File: config.mk
export PLATFORM = sky130hd
export DESIGN_NAME = ifetch_unit
export DESIGN_NICKNAME = d
export VERILOG_FILES = /design/src/rtl/ifetch_unit.sv
export SDC_FILE = /design/constraint.sdc
export NUM_CORES = 1
export LEC_CHECK = 0
export ABC_AREA = 1
export ABC_CLOCK_PERIOD_IN_PS = 1900
export CAP_MARGIN = 20
export CORE_UTILIZATION = 48
export CTS_BUF_LIST = sky130_fd_sc_hd__clkbuf_2
export DETAILED_ROUTE_END_ITERATION = 16
export PLACE_DENSITY = 0.87
export SYNTH_ARGS = -nofsm -noshare
export SYNTH_HDL_FRONTEND = slang
export SYNTH_SLANG_ARGS = --single-unit
File: constraint.sdc
create_clock -name cpu_clk -period 1.9 [get_ports cpu_clk]
set_clock_uncertainty 0.2 [all_clocks]
set_input_delay 0.38 -clock cpu_clk [delete_from_list [all_inputs] [get_ports cpu_clk]]
set_output_delay 0.38 -clock cpu_clk [all_outputs]
set_load 0.02 [all_outputs]
File: src/rtl/ifetch_unit.sv
// Instruction fetch unit: one outstanding imem request, presents a word to IF/ID until PCWrite.
// Optional IFETCH_MISALIGN_EN macro: misaligned redirect targets park the unit and raise fetch_misalign.
module ifetch_unit (
  input  logic        cpu_clk,
  input  logic        reset,
  input  logic        PCWrite,
  input  logic        redirect,
  input  logic [31:0] redirect_pc,
  output logic        imem_req,
  output logic [31:0] imem_addr,
  input  logic        imem_ack,
  input  logic [31:0] imem_rdata,
  output logic [31:0] IF_PC,
  output logic [31:0] IF_opcplus4,
  output logic [31:0] IF_instruction,
  output logic        IF_valid,
  output logic        fetch_misalign
);

  typedef enum logic [1:0] {S_FETCH, S_HOLD, S_DISCARD} state_e;

  state_e      state_q, state_d;
  logic [31:0] pc_q, pc_d;
  logic [31:0] req_addr_q, req_addr_d;
  logic [31:0] if_pc_q, if_pc_d;
  logic [31:0] instr_q, instr_d;
  logic        valid_q, valid_d;
  logic        misalign_q, misalign_d;
  logic [31:0] redirect_tgt;
  logic        tgt_bad;

`ifdef IFETCH_MISALIGN_EN
  assign redirect_tgt = redirect_pc;
  assign tgt_bad      = |redirect_pc[1:0];
`else
  logic unused_tgt_lo;
  assign unused_tgt_lo = ^redirect_pc[1:0];
  assign redirect_tgt  = {redirect_pc[31:2], 2'b00};
  assign tgt_bad       = 1'b0;
`endif

  always_ff @(posedge cpu_clk) begin
    if (reset) begin
      state_q    <= S_FETCH;
      pc_q       <= 32'd0;
      req_addr_q <= 32'd0;
      if_pc_q    <= 32'd0;
      instr_q    <= 32'd0;
      valid_q    <= 1'b0;
      misalign_q <= 1'b0;
    end else begin
      state_q    <= state_d;
      pc_q       <= pc_d;
      req_addr_q <= req_addr_d;
      if_pc_q    <= if_pc_d;
      instr_q    <= instr_d;
      valid_q    <= valid_d;
      misalign_q <= misalign_d;
    end
  end

  // Redirect outranks ack and PCWrite in every state
  always_comb begin
    state_d = state_q;
    case (state_q)
      S_FETCH: begin
        if (redirect)      state_d = tgt_bad ? S_HOLD : (imem_ack ? S_FETCH : S_DISCARD);
        else if (imem_ack) state_d = S_HOLD;
      end
      S_HOLD: begin
        if (redirect)                     state_d = tgt_bad ? S_HOLD : S_FETCH;
        else if (PCWrite && !misalign_q)  state_d = S_FETCH;
      end
      S_DISCARD: begin
        if (redirect && tgt_bad) state_d = S_HOLD;
        else if (imem_ack)       state_d = S_FETCH;
      end
      default: state_d = S_FETCH;
    endcase
  end

  always_comb begin
    pc_d       = pc_q;
    req_addr_d = req_addr_q;
    if_pc_d    = if_pc_q;
    instr_d    = instr_q;
    valid_d    = valid_q;
    misalign_d = misalign_q;
    if (redirect) begin
      pc_d    = redirect_tgt;
      valid_d = 1'b0;
      if (tgt_bad) begin
        misalign_d = 1'b1;
      end else begin
        misalign_d = 1'b0;
        // Outstanding request keeps its address until the memory answers it
        if (state_q == S_HOLD || imem_ack) req_addr_d = redirect_tgt;
      end
    end else begin
      case (state_q)
        S_FETCH: begin
          if (imem_ack) begin
            instr_d = imem_rdata;
            if_pc_d = req_addr_q;
            valid_d = 1'b1;
          end
        end
        S_HOLD: begin
          if (PCWrite && !misalign_q) begin
            pc_d       = if_pc_q + 32'd4;
            req_addr_d = if_pc_q + 32'd4;
            valid_d    = 1'b0;
          end
        end
        S_DISCARD: begin
          if (imem_ack) req_addr_d = pc_q;
        end
        default: ;
      endcase
    end
  end

  always_comb begin
    imem_req       = !reset && (state_q != S_HOLD);
    imem_addr      = req_addr_q;
    IF_PC          = if_pc_q;
    IF_opcplus4    = if_pc_q + 32'd4;
    IF_instruction = valid_q ? instr_q : 32'd0;
    IF_valid       = valid_q;
`ifdef IFETCH_MISALIGN_EN
    fetch_misalign = misalign_q;
`else
    fetch_misalign = 1'b0;
`endif
  end

endmodule

==> summary.txt, run 1 <==
Outcome: stopped before the end
Last stage reached: global routing
Stop Error: [ERROR GRT-0232] Routing congestion too high. Check the congestion heatmap in the GUI.
Post-synth top area share: 40.9%
Floorplan row count: 41
Num ports: 200
Area share of fa/ha/maj cells after synthesis: 0.195%
CTS buffer count: 17
CTS Sinks: 131
Multiplexer share of the synthesized area: 0%
Die height: 118 um
IO buf count: 196
Flops & latches, synth: 131
Largest net degree at the start of global routing: 52
Global route overflow: 29
Synth Area in Compound Gates: 22.1%
Placed Area: 9310 um^2
Root Buffer Master: clkbuf_2
Simple-Gate Fraction of Synth Area: 25.7%
RePlAce Congestion: 0.986
Top FF cell, synth: dfxtp_1
# H-tree levels: 4
Synth Instances: 978
Die width: 118 um
Most common library cells after synthesis: nand2_1, nor2_1, dfxtp_1
GR Util All Layers: 70.0%
Top cells by area, synth: dfxtp_1, nand2_1, nor2_1, o21ai_0, a21oi_1
Most common cell in the synthesized netlist: nand2_1
Syn Nets: 1048
Post-synth EDFFs: 0
GR repair worst EP: IF_opcplus4[30]
Clk buf depth: 2
Synthesized cell area: 6410 um^2
Starting Density: 50.0%
Worst ep type: top-level output
Largest family of logic cells by synthesized area: simple AND/OR/NAND/NOR gates
Post-place setup slack: -0.645 ns
Sequential share of the synthesized area: 40.9%
Synth Warn #: 0
Fraction of registers with async set/reset: 0%
Avg Inst Size Synth: 6.56 um^2
Post-synthesis xor/xnor area fraction: 1.09%
Unique masters post-synth: 29
Dpl hpwl: 15500 um
Leading area contributor after synthesis: dfxtp_1
[timing repair]
action                     in CTS
gates cloned                    3
hold endpoints to repair       68
resized for setup             954
hold buffers                   39
pin swaps                      19
setup endpoints to repair     133
buffers inserted               60
[metal layers]
layer / global-route usage [%] / overflow
met4: 73.0 / 13
met2: 91.0 / 15
met3: 51.7 / 1
met1: 68.0 / 0
met5: 11.4 / 0
[cells by family after synthesis]
| group | Yosys count |
|---|---|
| AO/OA/AOI/OAI | 264 |
| XOR/XNOR | 8 |
| AND/OR/NAND/NOR | 413 |
| adder cells (fa/ha/maj) | 1 |
| buffers and inverters | 160 |
| flip-flops | 131 |
| other | 1 |
[stage by stage]
| stage | std cells | utilization, % | TNS (ns) |
|---|---|---|---|
| floorplan | 978 | - | 0 |
| detailed placement | 1388 | 72.6 | -29.29 |
| CTS | 1520 | 86.2 | -40.44 |
| global placement | 1388 | 72.6 | -25.19 |
==> inputs of run 2 (changes only) <==
CORE_UTILIZATION = 40   (was 48)
CTS_BUF_LIST = unset   (was sky130_fd_sc_hd__clkbuf_2)
PLACE_DENSITY = unset   (was 0.87)
PLACE_DENSITY_LB_ADDON = 0.15   (was unset)
==> summary.txt, run 2 <==
Outcome: finished with violations
Failing checks: negative setup slack
1st-iter DRT viols: 599
Largest family of logic cells by synthesized area: simple AND/OR/NAND/NOR gates
Total wire length: 23700 um
Leakage: 5.33 nW
RePlAce Congestion: 0.934
Synth Area in Compound Gates: 22.1%
Die width: 129 um
Most common cell in the synthesized netlist: nand2_1
Commonest cells after routing, fill and taps aside: nand2_1, buf_4, nor2_1
Fmax: 411 MHz
Global route overflow: 0
Drt wl/cell: 15.6 um
Worst path required time: 1.32 ns
Reg clk slew, reported paths: 0.06 ns
Root Buffer Master: clkbuf_16
Final worst-path setup slack: -0.535 ns
Max-Cap Viols: 0
CP max stage delay: 0.37 ns
GR Util All Layers: 28.3%
Worst vdd ir: 652 uV
Filler instances: 1318
Clock Latency Late Sink: 0.42 ns
Global-route wire length before repair: 36700 um
Area Growth Syn to Fin: 70.7%
Num ports: 200
Most common library cells after synthesis: nand2_1, nor2_1, dfxtp_1
Ant. Diodes: 0
Avg Inst Size Synth: 6.56 um^2
Min-Delay Path Class: primary input to flip-flop
Simple-Gate Fraction of Synth Area: 25.7%
Vias in the first global route: 7447
Post-synthesis xor/xnor area fraction: 1.09%
Via Count: 7720
Worst path top cell family by delay: simple AND/OR/NAND/NOR gates
Clock period minus final worst setup slack: 2.43 ns
Largest net degree at the start of global routing: 39
# H-tree levels: 4
Fraction of registers with async set/reset: 0%
WHS: 0.134 ns
Unique masters post-synth: 29
Floorplan row count: 45
CP arrival: 1.85 ns
Dpl hpwl: 15600 um
Pre-antenna DRT Iters: 5
CP startpoint kind: flip-flop
Final Cycle Share: 128%
Total Neg Setup Slack: -13.32 ns
Final #Nets: 1363
Worst Setup End Kind: output pin
Multiplexer share of the synthesized area: 0%
TritonCTS clock tree: built
Post-synth EDFFs: 0
Die height: 129 um
Post-synth top area share: 40.9%
Type of the worst setup path: flip-flop to output pin
Antenna violation net count after detailed routing: 0
Final Setup Violations: 33
Vias per inst: 5.09
Slowest CP cell: dfxtp_4
RSZ-0062 raised after global routing: yes
Synth Warn #: 0
Flops & latches, synth: 131
Post-place setup slack: -0.642 ns
Max-slew violations: 0
CTS buffer count: 17
Drc violations: 0
Initial antenna violation count: 0
IO buf count: 196
PD cells: 780 nW/um^2
CP Max Fanout: 4
Synthesized cell area: 6410 um^2
Syn Nets: 1048
Area share of fa/ha/maj cells after synthesis: 0.195%
Starting Density: 41.6%
Share of cells above drive strength 1: 32.1%
Die Area: 16500 um^2
Top cells by area, synth: dfxtp_1, nand2_1, nor2_1, o21ai_0, a21oi_1
CTS Sinks: 131
Leading area contributor after synthesis: dfxtp_1
Core area: 15400 um^2
Final Hold Viols: 0
Clk buf depth: 2
Worst Path Buf+Inv: 3
Top FF cell, synth: dfxtp_1
Synth Instances: 978
Sequential share of the synthesized area: 40.9%
Cell Chain, Critical Path: ha_4, nand2_4, nor2_4, nand2_4, nor2_4, buf_6, xnor2_4, inv_2, buf_6
## run 2: cell counts after synthesis
Identical to the previous run, type by type.
## run 2: report_power, final
part	leakage, nW	switching (mW)	total, mW	internal [mW]
sequential	1.09	0.161	3.12	2.96
combinational	3.93	0.976	1.82	0.844
clock	0.305	1.29	3.59	2.30
## run 2: routing by layer
| metal | part of all wire (%) | up-vias | GRT usage, % |
|---|---|---|---|
| met5 | 0 | - | 0 |
| met4 | 2.4 | 0 | 10.8 |
| met3 | 7.3 | 44 | 7.69 |
| met2 | 49 | 318 | 48.4 |
| met1 | 42 | 3576 | 33.9 |
| li1 | - | 3782 | - |
## run 2: final timing paths
| check | start | endpoint | slack [ns] | cells after the start |
|---|---|---|---|---|
| setup / recovery | IF_PC[2] | IF_opcplus4[12] | -0.53 | 9 |
| hold reg to reg | pc_q[0] | pc_q[0] | 0.25 | 2 |
| setup reg to reg | IF_PC[4] | imem_addr[27] | -0.18 | 15 |
| hold / removal | redirect | imem_addr[0] | 0.13 | 4 |
## run 2: repair_timing
action | 4_1_cts | 5_1_grt
resized for setup | 439 | 147
setup buffers | 33 | 15
endpoints found under the setup margin | 130 | 88
pin swaps | 35 | 35
hold buffers | 0 | 0
gates cloned | 0 | 2
## run 2: logic make-up (layout without fill, tap and decap cells)
group,Yosys count,in the layout
adders and majority gates,1,1
buffers and inverters,160,488
AOI/OAI and AO/OA,264,264
xor gates and xnor gates,8,8
and+or+nand+nor,413,413
DFF,131,131
other,1,1
## run 2: metrics by stage
step	cell area [um^2]	total power, mW	util [%]	cells
CTS	10600	8.47	68.4	1510
global placement	9480	4.89	61.4	1446
finish	10900	8.53	70.9	1517
global route	10900	8.87	70.9	1517
floorplan	6500	3.97	-	978
detailed placement	9480	4.90	61.4	1446
## run 2: area by class of cell
cell class	instances	area (um^2)	share of cell area, %
clock buffers	20	467	4.26
clock inverters	12	178	1.62
inverters	100	378	3.45
multi-input cells	687	3730	34.1
flip-flops and latches	131	2660	24.3
well taps	211	264	2.41
repair buffers	356	3270	29.9
## run 2: worst min-delay path, stage by stage
cell and delay (ns):
buf_2 0.11, inv_2 0.06, o211ai_1 0.09, a21oi_1 0.07
No activity file was read; power rests on OpenSTA's default activity.
==> inputs of run 3 (changes only) <==
DONT_BUFFER_PORTS = 1   (was unset)
SKIP_CTS_REPAIR_TIMING = 1   (was unset)
==> summary.txt, run 3 (synthesized netlist as in run 2, its figures left out) <==
R2R depth: 10
Reg clk slew, reported paths: 0.06 ns
Setup crit start: IF_PC[3]
WHS: -0.0277 ns
Drc violations: 0
Post-place setup slack: -0.144 ns
RSZ-0062 raised after global routing: yes
CP max stage delay: 0.37 ns
CTS Sinks: 131
Dpl hpwl: 13700 um
Worst Setup End Kind: output pin
Total Neg Setup Slack: -11.03 ns
Commonest non-fill, non-tap cell in the layout: nand2_1
Combinational fraction of design power: 17.5%
TritonCTS clock tree: built
Hold path depth: 2
Total wire length: 22500 um
Max-slew violations: 0
Reg2reg start: IF_PC[3]
Internal: 5.15 mW
Hold Path Origin: redirect_pc[16]
Leakage: 4.14 nW
CP startpoint kind: flip-flop
Die Area: 16500 um^2
RePlAce Congestion: 0.869
CP Max Fanout: 7
Vias per inst: 5.17
Antenna violation net count after detailed routing: 0
CTS buffer count: 17
Pre-antenna DRT Iters: 5
Non-Filler Instances: 1339
Fmax: 421 MHz
Max-Cap Viols: 0
Global route overflow: 0
Die width: 129 um
Final Hold Viols: 7
Cell Chain, Critical Path: ha_4, nand2_4, nor2_4, nand2_4, nor2_4, nand2_2, nand2_2, nand2_4
Starting Density: 41.6%
Global-route wire length before repair: 31500 um
Slew @ Worst Pin: 0.860 ns
Worst vdd ir: 667 uV
Worst r2r dst: pc_q[30]
Final Cycle Share: 125%
GR Util All Layers: 24.9%
# H-tree levels: 4
Min-Delay Path Class: primary input to flip-flop
Clock network power share: 39.2%
Seq pwr share: 43.3%
Largest net degree at the start of global routing: 60
Vias in the first global route: 5957
Slowest CP cell: dfxtp_4
Area Growth Syn to Fin: 42.8%
Core area: 15400 um^2
Initial antenna violation count: 0
Via Count: 6927
R2R Setup Slk: 0.03 ns
Clk buf depth: 2
IO buf count: 0
Final worst-path setup slack: -0.476 ns
Die height: 129 um
Drt wl/cell: 16.8 um
Floorplan row count: 45
Failing checks: negative hold slack, negative setup slack
Share of cells above drive strength 1: 24.3%
Worst path required time: 1.32 ns
Num ports: 200
Final Setup Violations: 28
1st-iter DRT viols: 395
CP arrival: 1.80 ns
Hold Path Sink: imem_addr[16]
Switch share: 30.9%
Root Buffer Master: clkbuf_16
Cell mode on critical path: nand2_4
NetSw: 2.30 mW
Ant. Diodes: 0
Type of the worst setup path: flip-flop to output pin
Clock Latency Late Sink: 0.42 ns
Commonest cells after routing, fill and taps aside: nand2_1, nor2_1, dfxtp_1
PD cells: 813 nW/um^2
Outcome: finished with violations
Final #Nets: 1185
Slew HR: 42.5%
Clock period minus final worst setup slack: 2.38 ns
Inst Count DP: 1225
==> run 3: changes by cell type in the layout (fill, tap and decap cells not counted), moves of 10 or more <==
| cell | previous run | this run |
|---|---|---|
| dlygate4sd3_1 | 0 | 69 |
| clkdlybuf4s50_1 | 65 | 0 |
| dlygate4sd2_1 | 59 | 0 |
| buf_4 | 138 | 88 |
| buf_6 | 54 | 12 |
| nand2_2 | 53 | 33 |
| buf_2 | 14 | 0 |
| nand2_4 | 8 | 21 |
| dfxtp_1 | 109 | 119 |
==> run 3: routing by layer <==
| metal | track usage, % | vias to the layer above | part of all wire (%) |
|---|---|---|---|
| li1 | - | 3426 | - |
| met1 | 30.9 | 3214 | 43 |
| met2 | 41.8 | 260 | 48 |
| met3 | 7.44 | 27 | 7.3 |
| met4 | 6.71 | 0 | 2.0 |
| met5 | 0 | - | 0 |
==> run 3: worst max-delay path by stage <==
stage / end / slack (ns) / depth (start not counted)
3_3_place_gp: IF_opcplus4[14] / -0.13 / 7
4_1_cts: IF_opcplus4[14] / -0.60 / 7
2_1_floorplan: IF_opcplus4[22] / 0.006 / 7
6_report: IF_opcplus4[30] / -0.48 / 8
3_5_place_dp: IF_opcplus4[14] / -0.14 / 7
5_1_grt: IF_opcplus4[31] / -0.55 / 9
==> run 3: layout make-up <==
class / instances / area (um^2)
timing repair buffer: 178 / 1670
tap: 211 / 264
sequential: 131 / 2650
fill: 1455 / 6270
clock buffer: 21 / 440
inverter: 100 / 380
multi-input combinational: 687 / 3700
clock inverter: 11 / 65.1
==> run 3: power groups by stage <==
stage,logic (mW),registers (mW),clock network [mW]
5_1_grt,1.43,3.25,3.08
3_5_place_dp,1.07,3.27,0
6_report,1.30,3.22,2.92
4_1_cts,1.08,3.21,2.95
3_3_place_gp,1.06,3.26,0
2_1_floorplan,0.677,3.29,0
==> run 3: critical path: cells and delay by family, from the launching register on <==
family	cells	cell delay, ns
AND/OR/NAND/NOR	7	0.84
flip-flops	1	0.37
adder cells (fa/ha/maj)	1	0.15
==> run 3: metrics by stage <==
step	util [%]	cell area, um^2	hold WS [ns]	power [mW]
finish	59.4	9160	-0.0277	7.44
global route	59.4	9160	-0.00316	7.75
CTS	50.7	7830	-0.188	7.24
detailed placement	47.5	7320	0.246	4.34
global placement	47.5	7320	0.244	4.33
floorplan	-	6500	0.229	3.97
==> inputs of run 4 (changes only) <==
ABC_CLOCK_PERIOD_IN_PS = unset   (was 1900)
==> results of run 4 <==
Final layout, timing and power as in run 3 (identical DEF).
